$ cat config.mk
export PLATFORM = sky130hd
export DESIGN_NAME = regfile_dump_unit
export DESIGN_NICKNAME = d
export VERILOG_FILES = /design/src/rtl/regfile_dump_unit.sv
export SDC_FILE = /design/constraint.sdc
export NUM_CORES = 1
export LEC_CHECK = 0
export ABC_AREA = 1
export ABC_CLOCK_PERIOD_IN_PS = 3200
export CORE_MARGIN = 2
export CORE_UTILIZATION = 49
export DETAILED_ROUTE_END_ITERATION = 7
export PLACE_DENSITY_LB_ADDON = 0.12
export SLEW_MARGIN = 20
export SYNTH_ARGS = -nofsm -noshare
export SYNTH_HDL_FRONTEND = slang
export SYNTH_SLANG_ARGS = --single-unit
$ cat constraint.sdc
create_clock -name clk -period 3.2 [get_ports clk]
set_input_delay 0.48 -clock clk [delete_from_list [all_inputs] [get_ports clk]]
set_output_delay 0.48 -clock clk [all_outputs]
set_load 0.1 [all_outputs]
$ cat src/rtl/regfile_dump_unit.sv
// regfile_dump_unit
//   Debug/trace reader for the core register file. On request it halts the
//   core, then reads every architectural register through a spare read port
//   and streams the values out over valid/ready. It pulses done when the
//   last value has been accepted and holds an XOR checksum of the accepted data.
//
// Ports
//   clk        clock, rising edge
//   rst_n      synchronous active-low reset
//   start      one-cycle dump request, honoured only when idle
//   abort      cancels a dump in progress
//   halt_req   asks the core to stop register writes
//   halt_ack   core confirms it is halted
//   rd_addr    register file read address
//   rd_data    combinational read data for rd_addr
//   out_valid  stream beat valid
//   out_ready  consumer accepts the beat
//   out_data   register value of the current beat
//   out_index  register index of the current beat
//   out_last   current beat carries the last register index
//   busy       a dump is in progress (not idle)
//   done       one-cycle completion pulse
//   checksum   XOR of all accepted beats, held until the next start
//
// state     | meaning
// ----------+----------------------------------------------------------
// IDLE      | waiting for start
// HALT_WAIT | halt_req raised, waiting for halt_ack
// STREAM    | walking the register file and emitting beats
// DONE      | last beat accepted, done pulse, returns to IDLE next cycle
module regfile_dump_unit #(
  parameter int NUM_REGS = 32,
  parameter int ADDR_W   = 5,
  parameter int DATA_W   = 32,
  parameter bit SKIP_X0  = 1'b0
) (
  input  logic              clk,
  input  logic              rst_n,
  input  logic              start,
  input  logic              abort,
  output logic              halt_req,
  input  logic              halt_ack,
  output logic [ADDR_W-1:0] rd_addr,
  input  logic [DATA_W-1:0] rd_data,
  output logic              out_valid,
  input  logic              out_ready,
  output logic [DATA_W-1:0] out_data,
  output logic [ADDR_W-1:0] out_index,
  output logic              out_last,
  output logic              busy,
  output logic              done,
  output logic [DATA_W-1:0] checksum
);

  typedef enum logic [1:0] {
    S_IDLE      = 2'd0,
    S_HALT_WAIT = 2'd1,
    S_STREAM    = 2'd2,
    S_DONE      = 2'd3
  } state_t;

  localparam logic [ADDR_W-1:0] LAST_IDX  = ADDR_W'(NUM_REGS - 1);
  localparam logic [ADDR_W-1:0] FIRST_IDX = ADDR_W'(SKIP_X0 ? 1 : 0);

  state_t              state_q, state_d;
  logic [ADDR_W-1:0]   idx_q, idx_d;
  logic                exhausted_q, exhausted_d;
  logic                out_valid_q, out_valid_d;
  logic [DATA_W-1:0]   out_data_q, out_data_d;
  logic [ADDR_W-1:0]   out_index_q, out_index_d;
  logic                halt_req_q, halt_req_d;
  logic [DATA_W-1:0]   checksum_q, checksum_d;
  logic                load_en;
  logic                beat_acc;

  always_comb begin
    state_d     = state_q;
    idx_d       = idx_q;
    exhausted_d = exhausted_q;
    out_valid_d = out_valid_q;
    out_data_d  = out_data_q;
    out_index_d = out_index_q;
    halt_req_d  = halt_req_q;
    checksum_d  = checksum_q;
    load_en     = 1'b0;
    beat_acc    = out_valid_q && out_ready;

    // abort beats every other transition, including a beat accepted in the
    // same cycle, so that beat never reaches the checksum
    if (abort && (state_q != S_IDLE)) begin
      state_d     = S_IDLE;
      out_valid_d = 1'b0;
      halt_req_d  = 1'b0;
    end else begin
      case (state_q)
        S_IDLE: begin
          if (start) begin
            state_d     = S_HALT_WAIT;
            halt_req_d  = 1'b1;
            checksum_d  = '0;
            idx_d       = FIRST_IDX;
            exhausted_d = 1'b0;
          end
        end
        S_HALT_WAIT: begin
          halt_req_d = 1'b1;
          if (halt_ack) state_d = S_STREAM;
        end
        S_STREAM: begin
          // the output register refills whenever it is empty or being drained,
          // giving one beat per cycle with out_ready held high
          load_en = !exhausted_q && (!out_valid_q || out_ready);
          if (beat_acc) checksum_d = checksum_q ^ out_data_q;
          if (load_en) begin
            out_data_d  = rd_data;
            out_index_d = idx_q;
            out_valid_d = 1'b1;
            if (idx_q == LAST_IDX) exhausted_d = 1'b1;
            else                   idx_d       = idx_q + ADDR_W'(1);
          end else if (beat_acc) begin
            out_valid_d = 1'b0;
          end
          if (exhausted_q && beat_acc) begin
            state_d    = S_DONE;
            halt_req_d = 1'b0;
          end
        end
        S_DONE: begin
          state_d = S_IDLE;
        end
        default: begin
          state_d = S_IDLE;
        end
      endcase
    end
  end

  always_ff @(posedge clk) begin
    if (!rst_n) begin
      state_q     <= S_IDLE;
      idx_q       <= '0;
      exhausted_q <= 1'b0;
      out_valid_q <= 1'b0;
      out_data_q  <= '0;
      out_index_q <= '0;
      halt_req_q  <= 1'b0;
      checksum_q  <= '0;
    end else begin
      state_q     <= state_d;
      idx_q       <= idx_d;
      exhausted_q <= exhausted_d;
      out_valid_q <= out_valid_d;
      out_data_q  <= out_data_d;
      out_index_q <= out_index_d;
      halt_req_q  <= halt_req_d;
      checksum_q  <= checksum_d;
    end
  end

  assign rd_addr   = idx_q;
  assign halt_req  = halt_req_q;
  assign out_valid = out_valid_q;
  assign out_data  = out_data_q;
  assign out_index = out_index_q;
  assign out_last  = out_valid_q && (out_index_q == LAST_IDX);
  assign busy      = (state_q != S_IDLE);
  assign done      = (state_q == S_DONE);
  assign checksum  = checksum_q;

endmodule

==> results.md, run 1 <==
* Yosys Warn Count at 0
* Max-slew violation count at 0
* Synthesized flop and latch total at between 70 and 80
* Status: completed
* Clock power frac at 16.3%
* Num CTS Buffers at 9
* Post-Route WL at 8.66 mm
* Drt pass-1 iters at 5
* Cell Int Power at 2.19 mW
* Placed wire-length estimate at 5.91 mm
* Fillcell total at ~660
* Clk Latency, worst-skew pair at approximately 0.34 ns
* Crit path kind: reg2out
* Reg2Reg Depth at 7
* CP arrival at 1.89 ns
* Setup WS pre-CTS at 0.822 ns
* Switching portion of total power at around 55%
* Power share of the combinational group at between 50% and 60%
* Starting Density at 49.8%
* Synth area leader: dfxtp_1
* Cell Pwr Density at 1020 nW/µm²
* Pin count of the biggest net entering global routing at 43
* Setup violators final at 0
* Root Driver: clkbuf_8
* R2R setup slack at between 0.9 and 1 ns
* Number of cells on the critical path at 1
* Clock-pin slew on the worst setup and hold paths at 0.08 ns
* Seq/Total Area, Yosys at 44.5%
* Flop pwr share at between 20% and 30%
* GR Layer Usage met3 at 3.51%
* Setup Skew at 0.00862 ns
* GRT Max-Usage Layer: met2
* Crit path max-delay family: buffers and inverters
* Net Sw Power at 2.69 mW
* Initial antenna violation count at 0
* Final setup margin at 0.830 ns
* Syn Area/Cell at 7.92 µm²
* Commonest cells post-synth: 79 x dfxtp_1, 75 x a21oi_1, 57 x inv_1
* Core area at 7140 µm²
* DIE HEIGHT at 89.2 µm
* Worst Setup EP: out_data[1]
* Max-slew headroom at 34.5%
* Synthesized cell area at about 3600 µm²
* Cts repair resizes at 0
* Antenna violation net count after detailed routing at 0
* Residual DRC at 0
* Synth Flop Type: dfxtp_1
* Tot GR Track Use at 21.5%
* Most numerous cell in the Yosys netlist: dfxtp_1
* Top Ports at 117
* Number of flops mapped to enable cells by yosys at 0
* Cell variety after synth at 26
* Post-CTS setup buffers at 0
* Crit path max-delay cell type: clkdlybuf4s50_1
* CP peak stage delay at 1.16 ns
* Top cells by area, synth: dfxtp_1 44%, a21oi_1 11%, o21ai_0 7.9%
* Post-synth ARST share at 0%
* Placed insts at 640
* Hold_buf cts at 0
* Crit Reg-Reg Endpoint: checksum[13]
* CP required at approximately 2.7 ns
* Diode count at 0
* Buf/Inv on CP at 1
* Tightest Pin Transition at 0.979 ns
* RD Place Congestion at between 0.8 and 0.9
* Clk sinks at 79
* Number of global-route vias before repair at 3,007
* Peak supply drop at 0.653 mV
* Vias per cell at 5.01
* Startpoint types: flop
* R2R Path Start: state_q[0]
* CP Max Fanout at 3
* TNS Setup at 0 ns
* Hold Fails Final Rpt at 0
* Cell Chain, Critical Path: clkdlybuf4s50_1
* Chip Width at slightly below 90 µm
* Area grow syn2layout at 33.9%
* Top-area cell type share of the netlist area at 44.5%
* First-pass GRT wire length at around 14 mm
* Max-cap viol count at 0
* Worst setup EP type: output pin
* Total power at 4.87 mW
* Final std cells w/o fill at ~660
* Met2 Track Usage GR at 36.2%
* TritonCTS clock tree: done
* Syn Inst Count at 449
* Nets at 596
* Tightest Hold Check Type: reg2reg
* Quantity of I/O buffers inserted on ports at 116
* Total global routing overflow at 0
* Layout cell share with drive strength beyond 1 at 16.7%
* Die Area at 7950 µm²
* 1st-iter DRT viols at about 130
* H-tree depth at 3
* Crit. Startpoint: out_data[1]
* Max clock buf depth at 2
* Util after Layout at between 60% and 70%
* Final worst-path cycle share at 74.1%
* Final min period at 2.37 ns
* Met1 Usage GRT at 27.9%
* WL/cell at 13.2 µm
* Syn_nets at 493
* Leakage power at approximately 2.1 nW
* Fmax at 422 MHz
* RSZ-0062 raised after global routing: false
* FP Rows at 31
* Vias at ~3,300
[final cells by class]
type                       count  area, µm²  share of cell area, %
sequential                    79       1580                   33.2
multi-input combinational    281       1570                   33.0
timing repair buffer         121       1050                   22.0
inverter                      60        228                   4.78
clock buffer                  10        128                   2.68
tap                           99        124                   2.60
clock inverter                 6       83.8                   1.76
[cells in the final DEF, fill, tap and decap left out]
cell and count:
a21oi_1 75, buf_4 66, bufinv_16 2, clkbuf_1 1, clkbuf_8 9, clkdlybuf4s50_1 55, clkinv_1 1, clkinv_2 3
dfxtp_1 79, ha_1 5, ha_2 1, inv_1 57, inv_2 1, inv_4 1, inv_6 1, nand2_1 31
nand2_2 2, nand2_4 2, nand3_1 40, nand3_2 1, nand4_1 2, nor2_1 13, nor2_2 1, nor2_4 1
nor2_8 1, nor3_2 1, o21ai_0 56, o21ai_1 17, xor2_1 32
[worst min-delay path by stage]
stage	start	endpoint	slack, ns	cells after the start
after floorplan	exhausted_q	exhausted_q	0.48	2
after global placement	out_index[2]	out_index[2]	0.45	2
after detailed placement	out_index[3]	out_index[3]	0.46	2
after CTS	out_index[3]	out_index[3]	0.48	2
after global routing	out_data[14]	out_data[14]	0.49	2
final	out_index[3]	out_index[3]	0.47	2
[flip-flops by register name, summed over array words and instances, names as in the netlist]
register,count
checksum,32
exhausted_q,1
halt_req,1
out_data,32
out_index,5
out_valid,1
rd_addr,5
state_q,2
[logic make-up after synthesis]
family | synth area share, %
AOI/OAI and AO/OA | 20.8
and+or+nand+nor | 13.1
xor gates and xnor gates | 7.88
DFF | 44.5
buffers and inverters | 11.6
adders and majority gates | 2.11
[per-layer routing]
layer,routed length (µm),part of all wire (%)
met1,3950,46
met2,4180,48
met3,406,4.7
met4,120,1.4
met5,0,0
[power by group through the flow]
stage	combinational, mW	clock (mW)	sequential, mW
final	2.73	0.795	1.35
after global routing	2.89	0.857	1.37
after CTS	2.74	0.809	1.35
after detailed placement	2.72	0	1.37
after global placement	2.70	0	1.36
after floorplan	1.06	0	2.58
[through the flow]
step | area, µm² | hold slack (ns)
6_report | 4760 | 0.474
5_1_grt | 4760 | 0.493
4_1_cts | 4760 | 0.475
3_5_place_dp | 4550 | 0.463
3_3_place_gp | 4550 | 0.450
2_1_floorplan | 3560 | 0.481
Power figures use the tool's default switching activity.
==> inputs of run 2 (changes only) <==
--- a/config.mk
+++ b/config.mk
@@ -6,9 +6,9 @@
 export NUM_CORES = 1
 export LEC_CHECK = 0
 export ABC_AREA = 1
-export ABC_CLOCK_PERIOD_IN_PS = 3200
+export ABC_CLOCK_PERIOD_IN_PS = 2000
 export CORE_MARGIN = 2
-export CORE_UTILIZATION = 49
+export CORE_UTILIZATION = 41
 export DETAILED_ROUTE_END_ITERATION = 7
 export PLACE_DENSITY_LB_ADDON = 0.12
 export SLEW_MARGIN = 20
==> constraint.sdc (replaced) <==
create_clock -name clk -period 2 [get_ports clk]
set_input_delay 0.3 -clock clk [delete_from_list [all_inputs] [get_ports clk]]
set_output_delay 0.3 -clock clk [all_outputs]
set_load 0.1 [all_outputs]
==> results.md, run 2 (synthesis results as in run 1) <==
* 1st-iter DRT viols at 120 (-4.0%)
* Final worst-path cycle share at 87.8%
* Crit Reg-Reg Endpoint: checksum[14]
* Residual DRC at 0 (unchanged)
* Tightest Pin Transition at 0.464 ns (-0.515 ns)
* Placed insts at 650 (+1.6%)
* Max-cap viol count at 0 (unchanged)
* Fillcell total at 797 (+20%)
* Hold Crit Start: out_index[3]
* Final min period at 1.76 ns
* Hold_buf cts at 0 (unchanged)
* Leakage power at 2.18 nW (+4.0%)
* Tot GR Track Use at 19.0% (-2.5 points)
* R2R Path Start: state_q[0]
* FP Rows at 33 (+6.5%)
* Crit path max-delay cell type: dfxtp_1
* Total global routing overflow at 0 (unchanged)
* CP most frequent cell: nand2_2
* Diode count at 0 (unchanged)
* Vias at 3,315 (+0.82%)
* Clk Latency, worst-skew pair at 0.34 ns (about the same)
* Max-slew headroom at 69.1% (+35 points)
* Starting Density at 42.8% (-7.0 points)
* R2R setup slack at 0.24 ns (-0.71 ns)
* Tightest Hold Check Type: reg2reg
* Worst setup EP type: flop
* Clock-pin slew on the worst setup and hold paths at 0.08 ns (about the same)
* Cell Chain, Critical Path: inv_1 > ha_1 > inv_2 > nand2_2 > nand2_2 > buf_4 > o21ai_0 > a21oi_1
* Cell Pwr Density at 1670 nW/µm² (+63%)
* Post-Route WL at 9.05 mm (+4.6%)
* First-pass GRT wire length at 14.9 mm (+9.4%)
* Vias per cell at 4.98 (-0.69%)
* Buf/Inv on CP at 3 (+2)
* RSZ-0062 raised after global routing: false
* CP Max Fanout at 32 (+29)
* Setup Skew at 0.00701 ns (-0.00162 ns)
* Startpoint types: flop
* Most common cell after layout, fill and taps aside: buf_4
* Nets at 600 (+0.67%)
* Final std cells w/o fill at 666 (+1.5%)
* Peak supply drop at 1.37 mV (+110%)
* Crit path kind: reg2reg
* Crit path max-delay family: buffers and inverters
* Antenna violation net count after detailed routing at 0 (unchanged)
* Num CTS Buffers at 9 (unchanged)
* Max clock buf depth at 2 (unchanged)
* Quantity of I/O buffers inserted on ports at 116 (unchanged)
* TritonCTS clock tree: done
* Chip Width at 97.1 µm (+8.9%)
* Root Driver: clkbuf_8
* Clk sinks at 79 (unchanged)
* Status: completed
* Layout cell share with drive strength beyond 1 at 21.7% (+5.1 points)
* CP required at 2.27 ns (-0.45 ns)
* DIE HEIGHT at 97.1 µm (+8.9%)
* Worst hold endpoint: out_index[3]
* Fmax at ~570 MHz
* Reg2Reg Depth at 8 (+1)
* Top Ports at 117 (unchanged)
* CP arrival at 2.03 ns (+0.14 ns)
* WL/cell at 13.6 µm (+3.0%)
* Hold Fails Final Rpt at 0 (unchanged)
* Setup violators final at 0 (unchanged)
* H-tree depth at 3 (unchanged)
* WHS at 0.459 ns (-0.0147 ns)
* Initial antenna violation count at 0 (unchanged)
* Drt pass-1 iters at 4 (-1)
* CP peak stage delay at 0.36 ns (-0.80 ns)
* Area grow syn2layout at 35.7%
* Pin count of the biggest net entering global routing at 55 (+28%)
* Most frequent cells in the layout: 85 x buf_4, 75 x a21oi_1, 71 x dfxtp_1
* Max-slew violation count at 0 (unchanged)
* Number of global-route vias before repair at 3,136 (+4.3%)
* Die Area at 9430 µm² (+19%)
* Core area at 8300 µm² (+16%)
* Placed wire-length estimate at 6.20 mm (+5.1%)
* Hold depth at 2 (unchanged)
* RD Place Congestion at 0.789 (-6.9%)
run 2: cell count changes in the layout (fill, tap and decap cells not counted), sizes merged:
cell and change:
buf +22, clkinvlp +1, clkinv -2, inv -1, clkbuf +1, bufinv +1
clkdlybuf4s50 -18
run 2: worst max path at each step:
stage               cells past startpoint  slack, ns  startpoint            to
floorplan                               2      -0.03   out_valid      out_last
global placement                        7       0.18       start   checksum[4]
detailed placement                      7       0.12       start  checksum[26]
CTS                                     8       0.17  state_q[0]   out_data[1]
global route                            7      0.004  state_q[0]  checksum[18]
finish                                  8       0.24  state_q[0]  checksum[14]
run 2: per-stage QoR:
| stage | setup slack (ns) | power, mW | TNS (ns) | area, µm² | util (%) |
|---|---|---|---|---|---|
| detailed placement | 0.124 | 6.69 | 0 | 4580 | 55.2 |
| CTS | 0.168 | 8.10 | 0 | 4820 | 58.1 |
| finish | 0.244 | 8.04 | 0 | 4820 | 58.1 |
| floorplan | -0.0264 | 5.84 | -0.0264 | 3580 | - |
| global placement | 0.179 | 6.64 | 0 | 4580 | 55.2 |
| global route | 0.00429 | 8.47 | 0 | 4820 | 58.1 |
run 2: tightest hold or removal path: cells and delay by family (launching register included):
kind	cells	cell delay, ns
AO/OA/AOI/OAI	1	0.05
buffers and inverters	1	0.05
flip-flops	1	0.33
run 2: report_power, final:
group          switching (mW)  internal [mW]
sequential              0.285           1.89
clock                   0.566          0.833
combinational            3.50          0.977
run 2: area by class of cell:
| cell class | count | area [µm²] | area share, % |
|---|---|---|---|
| flip-flops and latches | 79 | 1590 | 33.0 |
| multi-input cells | 281 | 1580 | 32.7 |
| repair buffers | 125 | 1060 | 22.0 |
| inverters | 60 | 228 | 4.72 |
| well taps | 105 | 131 | 2.72 |
| clock inverters | 5 | 106 | 2.20 |
| clock buffers | 11 | 131 | 2.72 |
run 2: per-layer routing:
layer / part of all wire (%) / track usage [%]
met1: 44 / 22.8
met2: 48 / 32.8
met3: 5.9 / 5.18
met4: 2.1 / 6.72
met5: 0 / 0
run 2: timing repair:
action | CTS | global route
endpoints found under the setup margin | 0 | 2
gates resized for setup | 0 | 1
setup buffers | 0 | 0
==> inputs of run 3 (changes only) <==
--- a/config.mk
+++ b/config.mk
@@ -7,6 +7,7 @@
 export LEC_CHECK = 0
 export ABC_AREA = 1
 export ABC_CLOCK_PERIOD_IN_PS = 2000
+export CAP_MARGIN = 5
 export CORE_MARGIN = 2
 export CORE_UTILIZATION = 41
 export DETAILED_ROUTE_END_ITERATION = 7
==> results of run 3 <==
The final DEF is identical to that of run 2; final timing and power are the same.
